$ cat src/rtl/riscv_rf_pkg.sv
// Shared defaults and types for the RV32I multi-port register file.
package riscv_rf_pkg;

  localparam int DEF_XLEN  = 32;
  localparam int DEF_NREGS = 32;
  localparam int DEF_AW    = $clog2(DEF_NREGS);

  // x0 is architecturally hardwired to zero
  localparam logic [DEF_AW-1:0] REG_ZERO = '0;

  typedef logic [DEF_AW-1:0]   reg_addr_t;
  typedef logic [DEF_XLEN-1:0] reg_data_t;

endpackage

$ cat src/rtl/reg_scoreboard.sv
// Per-register busy scoreboard: one bit per architectural register marking a
// pending producer. Issue sets, writeback clears, flush clears everything.
module reg_scoreboard
  import riscv_rf_pkg::*;
#(
  parameter int NREGS  = DEF_NREGS,
  parameter int NUM_RD = 2,
  parameter int NUM_WR = 2,
  parameter int BYPASS = 1,
  localparam int AW    = $clog2(NREGS)
) (
  input  logic                     clk,
  input  logic                     rst,
  input  logic [NUM_WR-1:0]        we_i,
  input  logic [NUM_WR*AW-1:0]     rd_addr_i,
  input  logic                     sb_set_i,
  input  logic [AW-1:0]            sb_addr_i,
  input  logic                     sb_flush_i,
  input  logic [NUM_RD*AW-1:0]     rs_addr_i,
  output logic [NUM_RD-1:0]        rs_busy_o
);

  logic [NREGS-1:0] busy_q;
  logic [NREGS-1:0] busy_d;

  // Next busy vector: writeback clears, a new issue beats a same-cycle clear,
  // flush overrides both. x0 never becomes busy.
  always_comb begin
    busy_d = busy_q;
    for (int w = 0; w < NUM_WR; w++) begin
      if (we_i[w]) busy_d[rd_addr_i[w*AW +: AW]] = 1'b0;
    end
    if (sb_set_i) busy_d[sb_addr_i] = 1'b1;
    if (sb_flush_i) busy_d = '0;
    busy_d[0] = 1'b0;
  end

  // Busy register with synchronous reset.
  always_ff @(posedge clk) begin
    if (rst) busy_q <= '0;
    else     busy_q <= busy_d;
  end

  // Per-port busy lookup; with bypass a writeback in this cycle already
  // satisfies the consumer, so the bit is masked. A same-cycle set is not seen.
  always_comb begin
    rs_busy_o = '0;
    for (int k = 0; k < NUM_RD; k++) begin
      rs_busy_o[k] = busy_q[rs_addr_i[k*AW +: AW]];
      if (BYPASS != 0) begin
        for (int w = 0; w < NUM_WR; w++) begin
          if (we_i[w] && (rd_addr_i[w*AW +: AW] == rs_addr_i[k*AW +: AW]))
            rs_busy_o[k] = 1'b0;
        end
      end
      if (rs_addr_i[k*AW +: AW] == '0) rs_busy_o[k] = 1'b0;
    end
  end

endmodule

$ cat src/rtl/register_file_mp.sv
// Multi-port RV32I integer register file with optional write-to-read bypass,
// a storage-only debug read port and a busy scoreboard for the hazard unit.
module register_file_mp
  import riscv_rf_pkg::*;
#(
  parameter int XLEN   = DEF_XLEN,
  parameter int NREGS  = DEF_NREGS,
  parameter int NUM_RD = 2,
  parameter int NUM_WR = 2,
  parameter int BYPASS = 1,
  localparam int AW    = $clog2(NREGS)
) (
  input  logic                     clk,
  input  logic                     rst,
  input  logic [NUM_RD*AW-1:0]     rs_addr_i,
  output logic [NUM_RD*XLEN-1:0]   rs_data_o,
  output logic [NUM_RD-1:0]        rs_busy_o,
  input  logic [AW-1:0]            rs_dbg_addr_i,
  output logic [XLEN-1:0]          rs_dbg_data_o,
  input  logic [NUM_WR-1:0]        we_i,
  input  logic [NUM_WR*AW-1:0]     rd_addr_i,
  input  logic [NUM_WR*XLEN-1:0]   wr_data_i,
  input  logic                     sb_set_i,
  input  logic [AW-1:0]            sb_addr_i,
  input  logic                     sb_flush_i
);

  logic [XLEN-1:0] regs_q [NREGS];
  logic [XLEN-1:0] regs_d [NREGS];
  logic [AW-1:0]   ra     [NUM_RD];
  logic [AW-1:0]   wa     [NUM_WR];
  logic [XLEN-1:0] wd     [NUM_WR];
  logic [XLEN-1:0] rd_val [NUM_RD];

  // Unpack the flat port buses into per-port views.
  always_comb begin
    for (int k = 0; k < NUM_RD; k++) ra[k] = rs_addr_i[k*AW +: AW];
    for (int w = 0; w < NUM_WR; w++) begin
      wa[w] = rd_addr_i[w*AW +: AW];
      wd[w] = wr_data_i[w*XLEN +: XLEN];
    end
  end

  // Next storage contents: ports applied in ascending order so the highest
  // index wins on an address collision; x0 is forced back to zero.
  // NOTE: every always_comb output gets a full default first (here the old
  // contents), so no path leaves it unassigned and no latch is inferred.
  always_comb begin
    regs_d = regs_q;
    for (int w = 0; w < NUM_WR; w++) begin
      if (we_i[w]) regs_d[wa[w]] = wd[w];
    end
    regs_d[0] = '0;
  end

  // Storage flops.
  // NOTE: this array must clear on reset (architectural zero state), so it is
  // built from resettable flops rather than a RAM macro; sequential state uses
  // non-blocking assignments only so every flop samples pre-edge values.
  always_ff @(posedge clk) begin
    if (rst) regs_q <= '{default: '0};
    else     regs_q <= regs_d;
  end

  // Read ports: storage, optionally overridden by same-cycle write data with
  // the same port priority as the storage update; x0 always reads zero.
  always_comb begin
    for (int k = 0; k < NUM_RD; k++) begin
      rd_val[k] = regs_q[ra[k]];
      if (BYPASS != 0) begin
        for (int w = 0; w < NUM_WR; w++) begin
          if (we_i[w] && (wa[w] == ra[k])) rd_val[k] = wd[w];
        end
      end
      if (ra[k] == '0) rd_val[k] = '0;
    end
  end

  for (genvar k = 0; k < NUM_RD; k++) begin : g_rd_pack
    assign rs_data_o[k*XLEN +: XLEN] = rd_val[k];
  end

  // Debug port sees committed storage only; x0 storage is held at zero.
  assign rs_dbg_data_o = regs_q[rs_dbg_addr_i];

  reg_scoreboard #(
    .NREGS  (NREGS),
    .NUM_RD (NUM_RD),
    .NUM_WR (NUM_WR),
    .BYPASS (BYPASS)
  ) u_scoreboard (
    .clk        (clk),
    .rst        (rst),
    .we_i       (we_i),
    .rd_addr_i  (rd_addr_i),
    .sb_set_i   (sb_set_i),
    .sb_addr_i  (sb_addr_i),
    .sb_flush_i (sb_flush_i),
    .rs_addr_i  (rs_addr_i),
    .rs_busy_o  (rs_busy_o)
  );

endmodule

$ cat config.mk
export PLATFORM = sky130hd
export DESIGN_NAME = register_file_mp
export DESIGN_NICKNAME = d
export VERILOG_FILES = /design/src/rtl/riscv_rf_pkg.sv /design/src/rtl/reg_scoreboard.sv /design/src/rtl/register_file_mp.sv
export SDC_FILE = /design/constraint.sdc
export NUM_CORES = 2
export LEC_CHECK = 0
export CORE_MARGIN = 2
export CORE_UTILIZATION = 45
export CTS_CLUSTER_DIAMETER = 120
export CTS_CLUSTER_SIZE = 10
export DETAILED_ROUTE_END_ITERATION = 12
export GPL_TIMING_DRIVEN = 0
export SLEW_MARGIN = 20
export SYNTH_ARGS = -nofsm -noshare
export SYNTH_HDL_FRONTEND = slang
export SYNTH_SLANG_ARGS = --single-unit
$ cat constraint.sdc
create_clock -name clk -period 6.5 [get_ports clk]
set_input_delay 1.625 -clock clk [delete_from_list [all_inputs] [get_ports clk]]
set_output_delay 1.625 -clock clk [all_outputs]
set_load 0.1 [all_outputs]
* Yosys cells after proc, flatten, opt, wreduce, memory -nomap -nowiden *
Index checks and enable logic that the tools add are counted.

word-level totals
  flip-flop bits (word level) = 1056
  logic and storage cells = 117
  input port bits = 100
  output and inout bits = 98

operators by class
  muxes and demuxes = 42
  bitwise gates (word level) = 10
  magnitude comparators = 15
  reductions and logical operators = 12
  equal/unequal tests = 4

operators with widths
  cell                                                                    number
  1024-bit bitwise mux                                                    2
  1024-bit 2-to-1 mux                                                     1
  992-bit 2-to-1 mux                                                      1
  32-bit 2-to-1 mux                                                       17
  32-bit binary-select mux with 5-bit select                              3
  32-bit demux with 5-bit select                                          2
  32-bit AND                                                              2
  32-bit NOT                                                              2
  32-bit OR                                                               1
  6-bit >= comparator (second input constant)                             5
  5-bit by 6-bit < comparator with 1-bit output (second input constant)   5
  5-bit NOT with 6-bit output                                             5
  5-bit == test                                                           4
  1-bit demux with 5-bit select                                           3
  5-bit by 1-bit >= comparator with 1-bit output (second input constant)  3
  6-bit by 1-bit < comparator with 1-bit output (second input constant)   2
  1-bit 2-to-1 mux                                                        11
  1-bit binary-select mux with 5-bit select                               2
  5-bit zero test                                                         2
  1-bit logical AND                                                       9
  2-bit OR reduction                                                      1

* Depth between registers and ports, before layout *
  depth in word-level cells = 11
  gate-level depth with buffers = 10
  mapped depth without buffers = 5

* Hierarchy *
A second synthesis with hierarchy kept.

second synthesis, totals
  cell total of the unflattened synthesis = 7605
  area, all modules = 72230.5 µm²

modules (own cells, without submodules)
  module            sequential area each (µm²)  area each (µm²)  cells each  times used
  register_file_mp  19859.0                     69893.3          7343        1
  reg_scoreboard    620.6                       2337.2           262         1

* Worst setup path before layout *
No wires, ideal clock.

  kind = input to output
  from = input port rs_addr_i[0]
  to = output port rs_data_o[25]
  path slack = -1.109 ns
  data required time = 4.875 ns
  arrival time = 5.984 ns
  stages on the path = 9
  path through = buf_2 > buf_4 > buf_6 > buf_4 > clkbuf_1 > a221oi_1 > nor3_1 > a311oi_1 > o41ai_1

between the ends
  cells in the longest elaborated chain, start to end = 7
  elaborated cells between the ends (all ways) = 12

ends and longest elaborated chain
  element                                               line                    text
  start, declared                                       register_file_mp.sv:15  input logic [NUM_RD*AW-1:0] rs_addr_i,
  5-bit NOT with 6-bit output (implied by the code)     register_file_mp.sv:69  rd_val[k] = regs_q[ra[k]];
  32-bit binary-select mux with 5-bit select            register_file_mp.sv:69
  32-bit 2-to-1 mux (implied by the code) (2 in a row)  register_file_mp.sv:69
  32-bit 2-to-1 mux (2 in a row)                        register_file_mp.sv:72  if (we_i[w] && (wa[w] == ra[k])) rd_val[k] = wd[w];
  32-bit 2-to-1 mux (*)                                 register_file_mp.sv:75  if (ra[k] == '0) rd_val[k] = '0;
  end, declared                                         register_file_mp.sv:16  output logic [NUM_RD*XLEN-1:0] rs_data_o,

Every way passes the cells marked *; elsewhere a longest branch is shown, timed or not. The select of a mux whose other input is x is not followed.

* Final worst setup path *
  from = input port rs_addr_i[0]
  to = output port rs_data_o[22]

Same word-level chain as after synthesis.

==> run_results.csv <==
group,metric,value,unit
power,swShare,0.352,
synth,yosysWarnings,0,
power,p_int,10.3,mW
global_routing,overflow,0,
floorplanning,chipWidth,403,um
power,p_leak,26.6,nW
synth,synth_area_leaders,"dfxtp_1 29%, mux2i_1 16%, mux4_2 16%",
setup_path,startpoint,"rs_addr_i[0]",
synth,synth_nets,7854,
sta,hold_viol,0,
finish,post-route-util,0.504,
sta,hold_ws,524,ps
floorplanning,die_area,163000,sq um
synth,synthFlopType,"dfxtp_1",
worst_hold_path,min-delay-start,"regs_q[983]",
floorplanning,start_util,0.453,
floorplanning,ioPinCount,198,
sta,setup_ws,-200,ps
clocking,numCtsBuffers,112,
floorplanning,die_y,403,um
clocking,holdBufCountCts,0,
sta,worst_clock_skew,0,ps
drt,dr_total_vias,73925,
finish,ff_latch_area,20500,sq um
setup_path,cp_max_fo,10,
clocking,cts_tree,"done",
worst_hold_path,min_path_type,"reg -> reg",
setup_path,r2r_cells,2,
power,vdd_drop_max,231,uV
synth,synth_top_area_frac,0.286,
outcome,violations,"setup timing",
synth,yosysMostFrequentCell,"mux2i_1",
setup_path,ff2ff_setup_slack,5360,ps
power,seq_power_share,0.412,
synth,syn-cell-area,71700,sq um
floorplanning,coreArea,158000,sq um
job,maxCapViolCount,0,
power,p_per_area,200,nW/um^2
setup_path,end_kind,"output port",
drt,finalWirelength,413,mm
power,pwr-share-clk,0.381,
sta,max_freq,149,MHz
placement,place_ws,-2120,ps
finish,area_growth_syn_to_layout,11.3,%
power,p_sw,5.60,mW
clocking,insertion_delay,790,ps
sta,tightest_slew,1410,ps
drt,drt_pass1_iterations,9,
finish,fillers,15059,
placement,place_congestion,1.10,
setup_path,path_class,"in -> out",
clocking,cts.path.max_buffers,3,
placement,dp_cells,9940,
synth,ys_seq_area_frac,0.286,
drt,routed_via_density,7.34,
synth,synth_seq_cells,1023,
placement,io_buffers,109,
synth,synth_edf_count,0,
synth,yosysTopAreaCell,"dfxtp_1",
power,combPwrFrac,0.208,
global_routing,grt_pass1_vias,70932,
synth,synthCells,7754,
drt,remaining_drc_errors,0,
synth,synthTopCellsByCount,"1,128 x mux2i_1, 1,039 x nor2_1, 1,023 x dfxtp_1",
drt,antenna_left,0,
global_routing,grt_first_pass_wirelength,556,mm
global_routing,grt.total_usage,0.489,
clocking,clkSinkCount,1023,
synth,ys_types,53,
worst_hold_path,hold_path_depth,2,
clocking,root_buffer,"clkbuf_16",
floorplanning,num_rows,146,
sta,finalSetupViolations,63,
setup_path,worstPathRequired,4880,ps
placement,hpwl,340,mm
setup_path,arrival,5080,ps
setup_path,r2r_start,"regs_q[959]",
finish,drive_above_1_share,0.175,
drt,routedWlPerCell,41.0,um
drt,dr.first_iter.drc_count,12136,
finish,fin_cells,10074,
sta,finalCritPeriodShare,1.03,
sta,fin_crit,6700,ps
sta,slew_viol_final,0,
setup_path,startpoint_type,"input pin",
finish,multiInputGateArea,47700,sq um
finish,nNetsFinal,8077,
clocking,clk_pin_slew,60,ps
synth,async_flop_share,0,
synth,syn_area_per_cell,9.25,sq um
outcome,status,"finished, violations left",
clocking,cts-htree-levels,3,
power,p_total,15.9,mW
global_routing,antenna_found_initial,32,
global_routing,grt_max_degree,20,
sta,max-slew-margin-rel,0.0630,
## what timing repair did
action                                  4_1_cts  5_1_grt
resized for setup                           646      121
pin swaps                                     8        8
setup buffers                                 2        0
endpoints found under the setup margin       98       76
## cells by family (layout without fill, tap and decap cells)
kind of cell / after synthesis / in the layout / share of synthesized area
AND/OR/NAND/NOR: 2126 / 2126 / 0.126
multiplexers: 1783 / 1783 / 0.338
AO/OA/AOI/OAI: 1670 / 1670 / 0.181
buffers and inverters: 1132 / 1362 / 0.0664
flip-flops: 1023 / 1023 / 0.286
XOR/XNOR: 20 / 20 / 0.00244
other: 0 / 18 / 0
## layout make-up
| type | instances | share of cell area |
|---|---|---|
| clock buffers | 115 | 0.0358 |
| plain buffers | 1122 | 0.0621 |
| diodes | 18 | 0.000565 |
| multi-input cells | 5599 | 0.598 |
| inverters | 3 | 0.000141 |
| repair buffers | 116 | 0.0125 |
| flip-flops and latches | 1023 | 0.257 |
| well taps | 2072 | 0.0325 |
| clock inverters | 6 | 0.00169 |
## cells in the final DEF, fill, tap and decap left out, types with 19 or more instances in the layout
master	Yosys	final
nor3_2	0	55
buf_4	64	119
a32oi_1	78	78
clkbuf_1	698	617
nor3_1	97	42
o31ai_2	0	27
o31ai_1	59	20
mux4_2	496	496
o22ai_1	191	191
mux2i_1	1128	1128
a22oi_1	70	70
a21oi_1	49	47
nor2b_1	34	34
clkbuf_2	17	95
nand2b_1	43	41
nor2_1	1039	1038
clkbuf_16	0	114
a221oi_1	32	32
buf_2	172	170
a211oi_1	640	623
a311oi_1	417	398
buf_1	173	159
a311oi_2	0	19
nand3_1	387	386
o22a_1	56	56
mux2_2	159	159
dfxtp_1	1023	1023
nand2_1	454	450
a22o_1	32	32
## power by group through the flow
stage / combinational (mW) / sequential, mW / clock [mW]
global route: 3.28 / 6.56 / 6.16
finish: 3.30 / 6.55 / 6.06
global placement: 3.04 / 6.67 / 0
detailed placement: 3.06 / 6.67 / 0
floorplan: 1.85 / 6.61 / 0
CTS: 3.11 / 6.54 / 5.98
## per-layer routing
metal | vias to the layer above | part of all wire | wire length (um) | track usage
met5 | - | 0.00047 | 193 | 0
met4 | 28 | 0.077 | 31900 | 0.308
met3 | 1280 | 0.14 | 56700 | 0.171
met2 | 5747 | 0.41 | 170000 | 0.707
met1 | 36820 | 0.37 | 154000 | 0.619
li1 | 30050 | - | - | -
## worst paths after layout
path	to
setup / recovery	rs_data_o[22]
hold / removal	regs_q[983]
setup reg to reg	regs_q[959]
hold reg to reg	regs_q[983]
## worst max-delay path, cell delays in order
cell and delay, ps:
buf_2 190, buf_4 330, buf_6 300, buf_4 450, clkbuf_2 390, a221oi_1 150, nor3_2 300, a311oi_1 220
o41ai_2 680, buf_4 400
## sequential cells by signal, indices dropped and copies added, names as in the netlist
name and flops:
u_scoreboard.busy_q 31, regs_q 992
## stage by stage
stage,instance area (sq um),TNS [ps]
floorplan,72000,-17700
global placement,75700,-155120
detailed placement,75800,-137990
CTS,79500,-42.3
global route,79800,-20.5
finish,79800,-4580
No activity file was read; power rests on OpenSTA's default activity.
